==> src/rtl/uart_tx_ctrl.sv <==
// UART transmit controller: pulls bytes from an upstream FIFO and serialises them
// as start + 8 data bits (LSB first) + optional parity + one or two stop bits.
module uart_tx_ctrl #(
    parameter logic [15:0] BAUD_DIV = 16'd347
) (
    input  logic       clk,
    input  logic       rst,
    input  logic [7:0] data_i,
    input  logic       p_empty_i,
    output logic       n_re_o,
    input  logic       p_parity_en_i,
    input  logic       p_parity_odd_i,
    input  logic       p_two_stop_i,
    output logic       tx_o,
    output logic       p_busy_o,
    output logic       p_done_o
);

    typedef enum logic [2:0] {
        IDLE,
        FETCH,
        LOAD,
        START,
        DATA,
        PARITY,
        STOP
    } state_t;

    localparam logic [15:0] LAST_CNT = BAUD_DIV - 16'd1;

    state_t      state_q, state_d;
    logic [15:0] cnt_q, cnt_d;
    logic [2:0]  idx_q, idx_d;
    logic [7:0]  shift_q, shift_d;
    logic        par_en_q, par_en_d;
    logic        par_bit_q, par_bit_d;
    logic        two_stop_q, two_stop_d;
    logic        stop2_q, stop2_d;
    logic        tx_q, tx_d;
    logic        n_re_q, n_re_d;
    logic        busy_q, busy_d;
    logic        done_q, done_d;
    logic        bit_end;

    assign bit_end = (cnt_q == LAST_CNT);

    always_comb begin
        state_d    = state_q;
        cnt_d      = cnt_q;
        idx_d      = idx_q;
        shift_d    = shift_q;
        par_en_d   = par_en_q;
        par_bit_d  = par_bit_q;
        two_stop_d = two_stop_q;
        stop2_d    = stop2_q;

        case (state_q)
            IDLE: begin
                if (!p_empty_i) begin
                    state_d = FETCH;
                end
            end
            FETCH: begin
                state_d = LOAD;
            end
            LOAD: begin
                // Frame configuration is frozen here so later input changes cannot corrupt it.
                shift_d    = data_i;
                par_en_d   = p_parity_en_i;
                par_bit_d  = (^data_i) ^ p_parity_odd_i;
                two_stop_d = p_two_stop_i;
                cnt_d      = 16'd0;
                idx_d      = 3'd0;
                stop2_d    = 1'b0;
                state_d    = START;
            end
            START: begin
                if (bit_end) begin
                    cnt_d   = 16'd0;
                    idx_d   = 3'd0;
                    state_d = DATA;
                end else begin
                    cnt_d = cnt_q + 16'd1;
                end
            end
            DATA: begin
                if (bit_end) begin
                    cnt_d = 16'd0;
                    if (idx_q == 3'd7) begin
                        stop2_d = 1'b0;
                        state_d = par_en_q ? PARITY : STOP;
                    end else begin
                        idx_d   = idx_q + 3'd1;
                        shift_d = shift_q >> 1;
                    end
                end else begin
                    cnt_d = cnt_q + 16'd1;
                end
            end
            PARITY: begin
                if (bit_end) begin
                    cnt_d   = 16'd0;
                    stop2_d = 1'b0;
                    state_d = STOP;
                end else begin
                    cnt_d = cnt_q + 16'd1;
                end
            end
            STOP: begin
                if (bit_end) begin
                    cnt_d = 16'd0;
                    if (two_stop_q && !stop2_q) begin
                        stop2_d = 1'b1;
                    end else begin
                        state_d = IDLE;
                    end
                end else begin
                    cnt_d = cnt_q + 16'd1;
                end
            end
            default: begin
                state_d = IDLE;
            end
        endcase
    end

    // Outputs are decoded from the next state so the flops line up with state_q.
    always_comb begin
        tx_d = 1'b1;
        case (state_d)
            START:   tx_d = 1'b0;
            DATA:    tx_d = shift_d[0];
            PARITY:  tx_d = par_bit_d;
            default: tx_d = 1'b1;
        endcase
        n_re_d = (state_d != FETCH);
        busy_d = (state_d != IDLE);
        done_d = (state_d == STOP) && (cnt_d == LAST_CNT) && (!two_stop_d || stop2_d);
    end

    always_ff @(posedge clk) begin
        if (!rst) begin
            state_q    <= IDLE;
            cnt_q      <= 16'd0;
            idx_q      <= 3'd0;
            shift_q    <= 8'h00;
            par_en_q   <= 1'b0;
            par_bit_q  <= 1'b0;
            two_stop_q <= 1'b0;
            stop2_q    <= 1'b0;
            tx_q       <= 1'b1;
            n_re_q     <= 1'b1;
            busy_q     <= 1'b0;
            done_q     <= 1'b0;
        end else begin
            state_q    <= state_d;
            cnt_q      <= cnt_d;
            idx_q      <= idx_d;
            shift_q    <= shift_d;
            par_en_q   <= par_en_d;
            par_bit_q  <= par_bit_d;
            two_stop_q <= two_stop_d;
            stop2_q    <= stop2_d;
            tx_q       <= tx_d;
            n_re_q     <= n_re_d;
            busy_q     <= busy_d;
            done_q     <= done_d;
        end
    end

    assign tx_o     = tx_q;
    assign n_re_o   = n_re_q;
    assign p_busy_o = busy_q;
    assign p_done_o = done_q;

endmodule

==> config.mk <==
export PLATFORM = sky130hd
export DESIGN_NAME = uart_tx_ctrl
export DESIGN_NICKNAME = d
export VERILOG_FILES = /design/src/rtl/uart_tx_ctrl.sv
export SDC_FILE = /design/constraint.sdc
export NUM_CORES = 1
export LEC_CHECK = 0
export CORE_ASPECT_RATIO = 1.1
export CORE_MARGIN = 2
export CORE_UTILIZATION = 56
export CTS_CLUSTER_SIZE = 8
export DETAILED_ROUTE_END_ITERATION = 7
export PLACE_DENSITY = 0.87
export SLEW_MARGIN = 20
export SYNTH_ARGS = -nofsm -noshare
export SYNTH_HDL_FRONTEND = slang
export SYNTH_SLANG_ARGS = --single-unit
==> constraint.sdc <==
create_clock -name clk -period 2.8 [get_ports clk]
set_clock_uncertainty 0.1 [all_clocks]
set_input_delay 0.42 -clock clk [delete_from_list [all_inputs] [get_ports clk]]
set_output_delay 0.42 -clock clk [all_outputs]
set_load 0.05 [all_outputs]
-- Word-level counts from Yosys, hierarchy flattened
Cells that the tools add are included.
- register bits: 38
- latch bits: 0
- RAM bits: 0
- ROM bits: 0
- logic and storage cells: 74
- memories kept: 0
- $add $sub $neg: 2
- $mul: 0
- divide/modulo/power cells: 0
- $lt $le $gt $ge: 0
- equality and inequality tests: 17
- shift operators: 0
- multiplexer cells: 27
- bitwise operators: 1
- reduce and logical (&&, ||, !) cells: 14
- operator list (cell ; count):
    16-bit by 9-bit == test with 1-bit output (second input constant) ; 2
    16-bit one-hot mux with 2 select lines ; 1
    3-bit two-way mux ; 10
    3-bit == test (second input constant) ; 7
    3-bit one-hot mux with 7 select lines ; 1
    16-bit by 1-bit adder with 16-bit output (second input constant) ; 1
    16-bit two-way mux ; 1
    8-bit two-way mux ; 2
    8-bit one-hot mux with 2 select lines ; 1
    3-bit by 2-bit == test with 1-bit output (second input constant) ; 3
    3-bit one-hot mux with 3 select lines ; 1
    8-bit parity ; 1
    1-bit two-way mux ; 7
    2-bit inequality test (second input constant) ; 3
    3-bit nonzero test ; 2
    1-bit one-hot mux with 4 select lines ; 1
    4-bit AND reduction ; 1
    4-bit OR reduction ; 1
    3-bit by 1-bit adder with 3-bit output (second input constant) ; 1
    3-bit by 1-bit == test with 1-bit output (second input constant) ; 1
    1-bit logical AND ; 3
    3-bit zero test ; 1
    3-bit by 1-bit inequality test with 1-bit output (second input constant) ; 1
    1-bit one-hot mux with 3 select lines ; 1
    other kinds (6) ; 7

-- Logic depth before layout (Yosys ltp)
Gate-level depths: netlist (run 1).
- word-level depth: 8
- mapped depth: 10

-- Worst setup path before layout (run 1)
No wires, ideal clock.
- kind: register to register
- from: register cnt_q[0]
- to: register done_q, in the netlist p_done_o
- data arrival time: 2.028 ns
- required time: 2.584 ns
- setup slack: 0.555 ns
- cell stages (with the launch flop): 10
- period minus slack after synthesis: 2.245 ns
- path through: dfxtp_1 > inv_1 > ha_1 > and4bb_2 > and4_1 > buf_6 > or3_1 > a31oi_1 > a2111oi_2 > and4_1
- word-level cells in the longest chain between the ends: 6
- RTL lines (what ; RTL line ; text):
    from (decl) ; 32 ; logic [15:0] cnt_q, cnt_d;
    from (signal assigned) ; 157 ; cnt_q <= cnt_d;
    16-bit by 1-bit adder with 16-bit output or 16-bit by 9-bit == test with 1-bit output (tied branches) ; n/a ;
    16-bit two-way mux (tied with other cells) ; n/a ;
    16-bit one-hot mux with 2 select lines or 3-bit one-hot mux with 7 select lines (tied branches) ; 57 ; case (state_q)
    16-bit by 9-bit == test with 1-bit output or 3-bit == test (tied branches) ; 138 ; done_d = (state_d == STOP) && (cnt_d == LAST_CNT) && (!two_stop_d || stop2_d);
    1-bit logical AND ; 138 ;
    1-bit logical AND * ; 138 ;
    to (signal assigned) ; 167 ; done_q <= done_d;
    to (decl) ; 42 ; logic done_q, done_d;
Every way passes the cells marked *; elsewhere a longest branch is shown, timed or not.
A chain may end at the register's enable or synchronous reset.

-- Worst setup path in the final report (run 1)
Ends and elaborated chain as after synthesis.

==> results_dict.tcl, run 1 <==
set metrics [dict create \
    status "complete, no violations" \
    fmax_mhz 382 \
    syn_inst 291 \
    max_cap_violations 0 \
    vdd_drop_max_uv 244 \
    slew_viol_final 0 \
    antenna_cells 0 \
    grt_usage_pct 26.6 \
    crit_family "simple AND/OR/NAND/NOR gates" \
    ctsHoldBuffers 0 \
    die_h_um 72.7 \
    start_kind "flop" \
    min-delay-path-class "reg2reg" \
    crit_top_cell "and4_1" \
    worstRegToRegCells 8 \
    cts_sinks 38 \
    cts_root_buffer "clkbuf_8" \
    critical_path.cell_chain "inv_1 > ha_1 > and4bb_2 > and4_1 > nor2_2 > o211ai_1 > a2111oi_1 > and4_1" \
    critPathMaxStageDelay_ns 0.48 \
    place_area_um2 2600 \
    async_reset_ff_share_pct 0 \
    place.gp.congestion 0.965 \
    via_count 2384 \
    final_cell_mix "38 x dfxtp_1, 33 x nand2_1, 23 x a21oi_1" \
    htreeDepth 2 \
    port_buffers 17 \
    pre_cts_ws_ns 0.0568 \
    start_util_pct 59.3 \
    cp_data_required_time_ns 2.94 \
    area_delta_synth_final_pct 12.4 \
    cts_tree "built" \
    die-area_um2 4830 \
    fin_ws_ns 0.179 \
    synth-edff-count 0 \
    postCtsSetupRepairBufs 0 \
    grtUsageMet2_pct 42.0 \
    critPathArrivalTime_ns 2.76 \
    holdPathStages 2 \
    power.total_uw 1190 \
    syn_avg_cell_area_um2 8.26 \
    ys_warn_count 0 \
    crit_cells 8 \
    grt_pass1_vias 2184 \
    antenna_found_initial 0 \
    drt-initial-drc-count 391 \
    cts_buffer_depth 2 \
    grt_max_degree 28 \
    drc 0 \
    gr-total-overflow 0 \
    wl_per_cell_um 16.6 \
    ant_nets 0 \
    slew_headroom_pct 56.3 \
    yosysUniqueCellTypes 65 \
    fp-row-count 24 \
    crit_type "reg2reg" \
    fin_crit_ns 2.62 \
    die_x_um 66.5 \
    regArea_um2 761 \
    clkLatencyLatePin_ns 0.30 \
    viasPerCell 6.59 \
    dr.pass1.iters 7 \
    finalHoldViolCount 0 \
    seq_area_frac_synth_pct 31.7 \
    final_common_cell "dfxtp_1" \
    ys_ff_latch 38 \
    end_kind "flop" \
    busiest_layer "met2" \
    cts_made_buffers 5 \
    nets 327 \
    worstMarginPinSlew_ns 0.650 \
    power_density_nw_per_um2 442 \
    fillers 334 \
    gr-usage-met1_pct 35.5 \
    finalSetupViolCount 0 \
    setup_tns_ns 0 \
    post-route-period-util_pct 93.6 \
    ys.flop_type "dfxtp_1" \
    multiInputGateArea_um2 1460 \
    power.static_leakage_uw 0.000979 \
    slowest_stage "a2111oi_1" \
    crit_buf_inv 1 \
    synth_area_um2 2400 \
    ioPinCount 18 \
    hpwl_um 4220 \
    grt_use_met3_pct 5.86 \
    hold_ws_ns 0.358 \
    drt-total-wl_um 6000 \
    drive_above_1_share_pct 13.9 \
    rsz0062_at_grt "no" \
    cp_max_fo 8 \
    final_area_um2 2700 \
    clk_pin_slew_ns 0.08 \
    core_um2 4050 \
    synth_fp_nets 309 \
    grt_pass1_wl_um 10100 \
]
worst paths after layout:
| kind | start | to | slack [ns] |
|---|---|---|---|
| worst max-delay path | cnt_q[0] | p_done_o | 0.18 |
| worst min-delay path | shift_q[3] | shift_q[3] | 0.36 |
| worst max register to register | cnt_q[0] | p_done_o | 0.18 |
| worst min register to register | shift_q[3] | shift_q[3] | 0.36 |
logic make-up after synthesis:
family | count (synthesis) | synth area share, %
simple gates | 124 | 28.9
compound gates | 84 | 24.9
flops | 38 | 31.7
buf+inv | 30 | 7.70
xor+xnor | 8 | 3.49
fa+ha+maj | 4 | 2.08
mux | 3 | 1.25
per-stage QoR:
step / utilization [%] / instances
floorplan: - / 291
global placement: 64.2 / 354
detailed placement: 64.2 / 354
CTS: 66.6 / 362
global route: 66.7 / 362
finish: 66.7 / 362
power breakdown:
part           total, uW  internal (uW)  leakage, uW  switching (uW)
combinational        213           91.9     0.000624             121
sequential           575            559     0.000308            15.5
clock                406            198    0.0000472             208
Yosys cell counts (all sizes together) (5+ instances only):
library cell  number  area [um2]
a31oi              6        37.5
buf               11        73.8
nand2             33         124
nor4               6        37.5
nor3               5        25.0
dfxtp             38         761
nor2b              5        31.3
o211ai             5        37.5
nor2              21        78.8
nand4              8        65.1
o21ai             10        50.1
a22oi              9        67.6
a21oi             24         124
clkbuf            11        81.3
inv                7        26.3
and2               8        51.3
nand3              9        45.0
final cells by class:
type	instances	area share, %
clock inverter	2	0.463
tap	52	2.41
inverter	8	1.11
clock buffer	6	3.06
timing repair buffer	33	10.7
sequential	38	28.1
multi-input combinational	223	54.1
per-layer routing:
metal	routed length, um	vias up
met5	0	-
met4	154	0
met3	589	24
met2	2720	150
met1	2540	1085
li1	-	1125
worst register-to-register path, cell delays in order, from the launching register on:
cell	delay (ns)
dfxtp_1	0.47
inv_1	0.10
ha_1	0.22
and4bb_2	0.23
and4_1	0.30
nor2_2	0.27
o211ai_1	0.13
a2111oi_1	0.48
and4_1	0.27
sequential cells by signal (all words and copies together), names as in the netlist:
register    flops
cnt_q          16
p_done_o        1
tx_o            1
par_en_q        1
n_re_o          1
par_bit_q       1
stop2_q         1
two_stop_q      1
state_q         3
p_busy_o        1
shift_q         8
idx_q           3
timing repair:
| action | 4_1_cts | 5_1_grt |
|---|---|---|
| hold endpoints to repair | 0 | 0 |
| gates resized for setup | 0 | 2 |
| setup endpoints to repair | 0 | 1 |
Note: power is estimated with default switching activity, not from simulation.
==> inputs of run 2 (changes only) <==
CORE_MARGIN = 5   (was 2)
HOLD_SLACK_MARGIN = 0.03   (was unset)
==> run 2 against run 1 <==
Count of clock-buffer cells in the layout is 1 lower. Combinational power is 5% higher. Highest routed layer unchanged. Flip-flop and latch count stayed put. First-iteration DRC count is 23% lower. Non-clock buffer count stayed put. Critical endpoint unchanged.
==> results_dict.tcl, run 2 (synthesis gave the netlist of run 1 again) <==
set metrics [dict create \
    worstRegToRegCells 8 \
    gr-total-overflow 0 \
    slowest_stage "dfxtp_1" \
    slew_headroom_pct 66.7 \
    htreeDepth 2 \
    slew_viol_final 0 \
    grt_usage_pct 23.9 \
    worstHoldEndpoint "idx_q[1]" \
    crit_top_cell "and4_1" \
    start_util_pct 56.9 \
    critPathArrivalTime_ns 2.78 \
    cts_root_buffer "clkbuf_8" \
    antenna_cells 0 \
    drt-total-wl_um 6390 \
    critical_path.cell_chain "inv_1 > ha_1 > and4bb_2 > and4_1 > nor2_1 > o211ai_1 > a2111oi_2 > and4_1" \
    drt-initial-drc-count 301 \
    holdPathStages 2 \
    ioPinCount 18 \
    wl_per_cell_um 17.5 \
    viasPerCell 6.45 \
    startpoint "cnt_q[0]" \
    place.gp.congestion 0.944 \
    r2r_end "p_done_o" \
    vdd_drop_max_uv 462 \
    nets 327 \
    ant_nets 0 \
    power.total_uw 1370 \
    power_switching_uw 351 \
    final_common_cell "dfxtp_1" \
    busiest_layer "met2" \
    area_delta_synth_final_pct 14.4 \
    regMostFlops "cnt_q" \
    cp_max_fo 8 \
    drc 0 \
    power.static_leakage_uw 0.000998 \
    grt_pass1_vias 2298 \
    worst_hold_startpoint "idx_q[1]" \
    reg.largest.list "cnt_q x16, shift_q x8" \
    cp_data_required_time_ns 2.94 \
    r2r_setup_slack_ns 0.16 \
    final_cell_mix "38 x dfxtp_1, 33 x nand2_1, 23 x a21oi_1" \
    postCtsSetupRepairBufs 0 \
    pwr-share-seq_pct 41.8 \
    drive_above_1_share_pct 13.9 \
    cts_buffer_depth 2 \
    clk_pin_slew_ns 0.08 \
    p_comb_share_pct 16.4 \
    dr.pass1.iters 4 \
    worstMarginPinSlew_ns 0.496 \
    cts_tree "built" \
    max_cap_violations 0 \
    power_density_nw_per_um2 497 \
    hpwl_um 4600 \
    rr_startpoint "cnt_q[0]" \
    grt_pass1_wl_um 10900 \
    p_int_uw 1010 \
    critPathMaxStageDelay_ns 0.46 \
    end_kind "flop" \
    fp-row-count 25 \
    die-area_um2 5700 \
    finalSetupViolCount 0 \
    crit_buf_inv 1 \
    rsz0062_at_grt "no" \
    crit_family "simple AND/OR/NAND/NOR gates" \
    antenna_found_initial 0 \
    core_um2 4220 \
    fin_crit_ns 2.64 \
    cts_sinks 38 \
    grt_max_degree 19 \
    post-route-period-util_pct 94.2 \
    min-delay-path-class "reg2reg" \
    p_clk_share_pct 41.8 \
    grt_use_met3_pct 4.81 \
    port_buffers 17 \
    status "complete, no violations" \
    die_h_um 78.7 \
    cts_made_buffers 5 \
    gr-usage-met1_pct 28.0 \
    setup_tns_ns 0 \
    grtUsageMet2_pct 42.3 \
    via_count 2347 \
    fmax_mhz 379 \
    crit_type "reg2reg" \
    die_x_um 72.5 \
    finalHoldViolCount 0 \
    switching_share_pct 25.7 \
    start_kind "flop" \
    clkLatencyLatePin_ns 0.30 \
    largest_reg_flops 16 \
]
[run 2: cell types whose count changed in the layout (fill, tap and decap cells not counted)]
cell,delta
clkbuf_8,-1
clkinv_4,+1
a2111oi_1,-1
nor2_1,+1
nor2_2,-1
a2111oi_2,+1
clkinv_2,-1
bufinv_16,+2
clkinvlp_4,-1
[run 2: final cells by class]
class                      count  area [um2]
clock inverter                 3        68.8
fill                         358        1470
inverter                       8        30.0
timing repair buffer          33         290
sequential                    38         761
multi-input combinational    223        1460
clock buffer                   5        68.8
tap                           54        67.6
[run 2: worst min-delay path: cells and delay by family (launching register included)]
kind / cells / cell delay (ns)
compound gates: 1 / 0.05
flops: 1 / 0.32
simple gates: 1 / 0.05
[run 2: repair_timing]
item                                    CTS  global route
gates resized for setup                   0             2
hold buffers                              0             0
endpoints found under the setup margin    0             1
[run 2: stage by stage]
stage                     hold slack, ns  area (um2)  setup WS [ns]  util, %  cells
after floorplan                    0.336        2400          0.555        -    291
after global placement             0.343        2610          0.114     61.7    356
after detailed placement           0.350        2610         0.0745     61.7    356
after CTS                          0.362        2740         0.0239     65.0    364
after global routing               0.377        2750         0.0350     65.1    364
final                              0.359        2750          0.163     65.1    364
[run 2: worst max-delay path by stage]
stage                     endpoint  slack, ns  cells past startpoint
after floorplan           p_done_o       0.56                      9
after CTS                 p_done_o       0.02                      8
after global routing      p_done_o       0.04                      8
after detailed placement  p_done_o       0.07                      8
final                     p_done_o       0.16                      8
after global placement    p_done_o       0.11                      8
[run 2: power by group through the flow]
stage / sequential, uW / combinational (uW) / clock (uW)
final: 571 / 224 / 570
after global routing: 573 / 246 / 598
after CTS: 571 / 222 / 575
after detailed placement: 583 / 219 / 0
after global placement: 582 / 217 / 0
after floorplan: 599 / 127 / 0
[run 2: metal layers]
layer	wire length (um)	up-vias
met2	3340	71
met1	2600	1149
met3	326	12
met5	0	-
met4	116	0
li1	-	1115
